### src/rtl/offchip_sram_bist.sv
// offchip_sram_bist: memory-test initiator for the requester side of the
// off-chip SRAM controller port. It writes a pattern over a word range, reads
// it back and compares each word. It reports pass/fail, the error count, the
// first failing address and a wait timeout.
module offchip_sram_bist #(
    parameter int ADDR_W    = 32,
    parameter int DATA_W    = 32,
    parameter int NUM_WORDS = 1024,
    parameter int BASE_ADDR = 0,
    parameter int MAX_WAIT  = 255
) (
    input  logic                CLK,
    input  logic                RST,
    input  logic                start,
    input  logic [1:0]          pattern_sel,
    output logic                wen,
    output logic                ren,
    output logic [ADDR_W-1:0]   addr,
    output logic [DATA_W-1:0]   wdata,
    output logic [DATA_W/8-1:0] byte_en,
    input  logic [DATA_W-1:0]   sram_rdata,
    input  logic                sram_wait,
    output logic                busy,
    output logic                done,
    output logic                pass,
    output logic [15:0]         err_count,
    output logic [ADDR_W-1:0]   first_err_addr,
    output logic                timeout
);

    localparam int IDX_W  = (NUM_WORDS > 1) ? $clog2(NUM_WORDS) : 1;
    localparam int WAIT_W = (MAX_WAIT > 0) ? $clog2(MAX_WAIT + 1) : 1;

    localparam logic [1:0] S_IDLE  = 2'd0;
    localparam logic [1:0] S_WRITE = 2'd1;
    localparam logic [1:0] S_READ  = 2'd2;
    localparam logic [1:0] S_DONE  = 2'd3;

    logic [1:0]        state;
    logic [IDX_W-1:0]  idx;
    logic [WAIT_W-1:0] wait_cnt;
    logic [1:0]        pat;
    logic [ADDR_W-1:0] cur_addr;
    logic [DATA_W-1:0] expected;
    logic              req;
    logic              last;

    assign wen     = (state == S_WRITE);
    assign ren     = (state == S_READ);
    assign req     = wen | ren;
    assign busy    = req;
    assign done    = (state == S_DONE);
    assign pass    = done && (err_count == 16'd0) && !timeout;
    assign last    = (idx == IDX_W'(NUM_WORDS - 1));

    // Request address is only driven while a request is up, so idle outputs are 0.
    assign cur_addr = ADDR_W'(BASE_ADDR) + (ADDR_W'(idx) << 2);
    assign addr     = req ? cur_addr : '0;
    assign byte_en  = req ? '1 : '0;
    assign wdata    = wen ? expected : '0;

    // Pattern generator: the expected word for the current index.
    always_comb begin
        expected = '0;
        case (pat)
            2'd0:    expected = '1;
            2'd1:    expected = '0;
            2'd2:    expected = DATA_W'(cur_addr);
            default: expected = idx[0] ? {DATA_W/8{8'h55}} : {DATA_W/8{8'hAA}};
        endcase
    end

    // Test sequencer: write pass, read/compare pass, wait timeout and result capture.
    always_ff @(posedge CLK or posedge RST) begin
        if (RST) begin
            state          <= S_IDLE;
            idx            <= '0;
            wait_cnt       <= '0;
            pat            <= 2'd0;
            err_count      <= 16'd0;
            first_err_addr <= '0;
            timeout        <= 1'b0;
        end else begin
            case (state)
                S_IDLE, S_DONE: begin
                    if (start) begin
                        state          <= S_WRITE;
                        idx            <= '0;
                        wait_cnt       <= '0;
                        pat            <= pattern_sel;
                        err_count      <= 16'd0;
                        first_err_addr <= '0;
                        timeout        <= 1'b0;
                    end
                end
                default: begin
                    if (sram_wait) begin
                        // The MAX_WAIT+1-th consecutive wait cycle aborts the test.
                        if (wait_cnt == WAIT_W'(MAX_WAIT)) begin
                            state   <= S_DONE;
                            timeout <= 1'b1;
                        end else begin
                            wait_cnt <= wait_cnt + 1'b1;
                        end
                    end else begin
                        wait_cnt <= '0;
                        if (ren && (sram_rdata != expected)) begin
                            if (err_count != 16'hFFFF)
                                err_count <= err_count + 16'd1;
                            if (err_count == 16'd0)
                                first_err_addr <= cur_addr;
                        end
                        if (last) begin
                            idx   <= '0;
                            state <= wen ? S_READ : S_DONE;
                        end else begin
                            idx <= idx + 1'b1;
                        end
                    end
                end
            endcase
        end
    end

endmodule
### config.mk
export PLATFORM = sky130hd
export DESIGN_NAME = offchip_sram_bist
export DESIGN_NICKNAME = d
export VERILOG_FILES = /design/src/rtl/offchip_sram_bist.sv
export SDC_FILE = /design/constraint.sdc
export NUM_CORES = 1
export LEC_CHECK = 0
export BUFFER_PORTS_ARGS = -buffer_cell sky130_fd_sc_hd__buf_2
export CORE_AREA = 2 2 110 80
export DETAILED_ROUTE_END_ITERATION = 12
export DIE_AREA = 0 0 112 82
export PLACE_DENSITY = 0.83
export RECOVER_POWER = 100
export SLEW_MARGIN = 15
export SYNTH_ARGS = -nofsm -noshare
export SYNTH_HDL_FRONTEND = slang
export SYNTH_SLANG_ARGS = --single-unit
### constraint.sdc
create_clock -name CLK -period 6.7 [get_ports CLK]
set_input_delay 1.34 -clock CLK [delete_from_list [all_inputs] [get_ports CLK]]
set_output_delay 1.34 -clock CLK [all_outputs]
set_load 0.02 [all_outputs]
==> run metrics <==
status=finished, violations left; failing checks=capacitance limit, slew limit; hold path depth=1; RR Startpoint=state[0]; HPWL Detailed=approximately 7800 microns; initial antenna violation count=0; most common cell after layout, fill and taps aside=clkbuf_1; WL/cell=about 16 microns; Die Y-Extent=82 microns; Mapped Area=4000 sq um; CP endpoint kind=flop; root buf cell=clkbuf_16; PwrDens=about 350 nW/um^2; critical path, cell by cell=inv_1 > ha_1 > inv_1 > nand2_1 > nand2_1 > o21ai_0 > o311ai_0 > o31ai_1; Reg clk slew, reported paths=0.07 ns; largest net degree at the start of global routing=50; routability cong.=0.909; FFs w/ async S/R, synth=100%; Die W=112 microns; R2R Path End=err_count[5]; YS warnings=0; first-pass GRT wire length=16,400 microns; RSZ-0062 raised after global routing=false; Worst setup SP type=flop; hold_sp=wait_cnt[3]; max cap viols=2; skew final=0.00654 ns; crit path time final=~4.0 ns; synthesized area per cell=8.12 sq um; Peak VDD IR=around 0.19 mV; Hold Path End=wait_cnt[3]; Max-Slew Margin vs Limit=-24.1%; vias per cell=5.76; fin crit share=approximately three fifths; critical path type=reg2reg; fin util=52.0%; share of cells above drive strength 1=under 10%; post-synthesis sequential area ratio=between 30% and 40%; HP Class=reg2reg; drt first pass iters=5; setup violators final=0; Slew Limit Fails=65; Starting Density=48.8%; Seq cells post-synth=49; f_max=247 MHz; Num CTS Buffers=5; Post-CTS Hold Buffers=0; Synth Flop Type=dfrtp_1; Post-synth EDFFs=0; worst-path maximum fanout=25; latest clock arrival within the worst-skew pair=0.28 ns; Final ANT Viol Nets=0; R2R Setup Slk=2.65 ns; Max Root-Sink Buffers=2; Area Growth Syn to Fin=6.54%; Post-Route WL=10,500 microns; gr ovfl total=0; DRC violations left=0; Crit path largest cell delay=around 0.67 ns; Die ar.=9180 sq um; vias in the first global route=3,468; Lkg Pwr=1.91 nW; Synth Instances=493; vias=slightly below 4,000; H-tree levels=2; Max stage delay cell, worst path=o21ai_0; most frequent cells in the layout=clkbuf_1 (77), dfrtp_1 (49), nand2_1 (47); cts repair resizes=0; Core Area=8200 sq um; Initial DRC Count=377; CP Data Arrival Time=4.20 ns; total power=around 1.5 mW; buffers added on ports=~120; Distinct cells, synth=62; ant diodes=0; Total GRT Usage=21.7%; postcts setup bufs=0; worst slew pin tran=1.86 ns; nets@finish=612; clock sinks=49; FF-to-FF path depth=8; crit path from=state[0]; Fin Setup TNS=0 ns; CTS tree=yes; Hold Fails Final Rpt=0; I/O pin total=160; CP required=6.85 ns; Site Rows=28
==> metrics by stage <==
stage	hold WS, ns	std cells	area [sq um]	worst slack (ns)
finish	0.523	673	4260	2.65
detailed placement	0.495	665	4230	2.89
floorplan	0.456	536	4160	3.55
CTS	0.512	673	4380	3.05
global route	0.549	673	4260	2.26
global placement	0.484	665	4230	2.99
==> metal layers <==
metal	global-route usage [%]	share of wire, %
met1	29.9	43
met3	3.69	7.7
met5	0	0
met4	6.71	1.0
met2	35.4	48
==> final cells by class <==
cell class / count / area (sq um)
clock buffer: 6 / 139
clock inverter: 2 / 13.8
multi-input combinational: 379 / 2210
inverter: 17 / 63.8
tap: 105 / 131
fill: 824 / 3940
timing repair buffer: 115 / 479
sequential: 49 / 1230
==> synth_stat cells (2+ instances only) <==
master     n  area share (%)
a211o_1    3            0.66
a21boi_0   3            0.56
a21oi_1    7            0.88
a311o_1    9             2.3
a31oi_1    4            0.63
and2_1    15             2.3
and3_1    21             3.3
buf_2      7            0.88
buf_4     69              13
buf_6      4             1.1
clkbuf_1  11             1.0
dfrtp_1   49              31
ha_1       7             2.2
inv_1     16             1.5
mux2_2     3            0.84
mux2i_1    2            0.50
nand2_1   47             4.4
nand2b_1   6            0.94
nand3_1   21             2.6
nand3b_1   2            0.38
nand4_1    9             1.4
nor2_1    38             3.6
nor2b_1   16             2.5
nor3_1     5            0.63
nor3b_1    2            0.38
nor4_1     8             1.3
nor4b_1    4            0.88
o211a_1    2            0.50
o211ai_1   3            0.56
o21a_1     4            0.75
o21ai_0   40             5.0
o21ai_1    2            0.25
o221ai_1   2            0.44
o22ai_1    3            0.47
o311ai_0   2            0.44
o311ai_1   9             2.0
o31ai_1    9             1.7
or2_2      2            0.31
or3_1      3            0.47
xnor2_1    2            0.44
==> how the worst max path moves through the flow <==
stage / end / depth (start not counted)
2_1_floorplan: wdata[12] / 4
3_3_place_gp: err_count[0] / 8
3_5_place_dp: err_count[0] / 8
4_1_cts: err_count[0] / 8
5_1_grt: err_count[7] / 8
6_report: err_count[5] / 8
==> registers in the layout (all words and copies together), names as in the netlist <==
| register | cells |
|---|---|
| err_count | 16 |
| first_err_addr | 10 |
| idx | 10 |
| pat | 2 |
| state | 2 |
| timeout | 1 |
| wait_cnt | 8 |
==> critical path, delay by kind of cell, from the launching register on <==
family	cells	cell delay (ns)
AOI/OAI and AO/OA	3	1.37
and+or+nand+nor	2	0.92
buffers and inverters	2	0.70
adders and majority gates	1	0.54
DFF	1	0.37
==> logic make-up after synthesis <==
| logic type | share of synthesized area (%) |
|---|---|
| xor+xnor | 0.438 |
| buf+inv | 17.6 |
| other cells | 0.0937 |
| fa+ha+maj | 2.19 |
| flops | 30.6 |
| simple gates | 26.4 |
| mux | 1.72 |
| compound gates | 21.0 |
==> where the power goes <==
group	total [mW]	switching (mW)	internal, mW
logic	0.824	0.594	0.229
clock network	0.256	0.108	0.149
registers	0.402	0.0770	0.325
total	1.48	0.779	0.703
(Power assumes the default switching activity.)
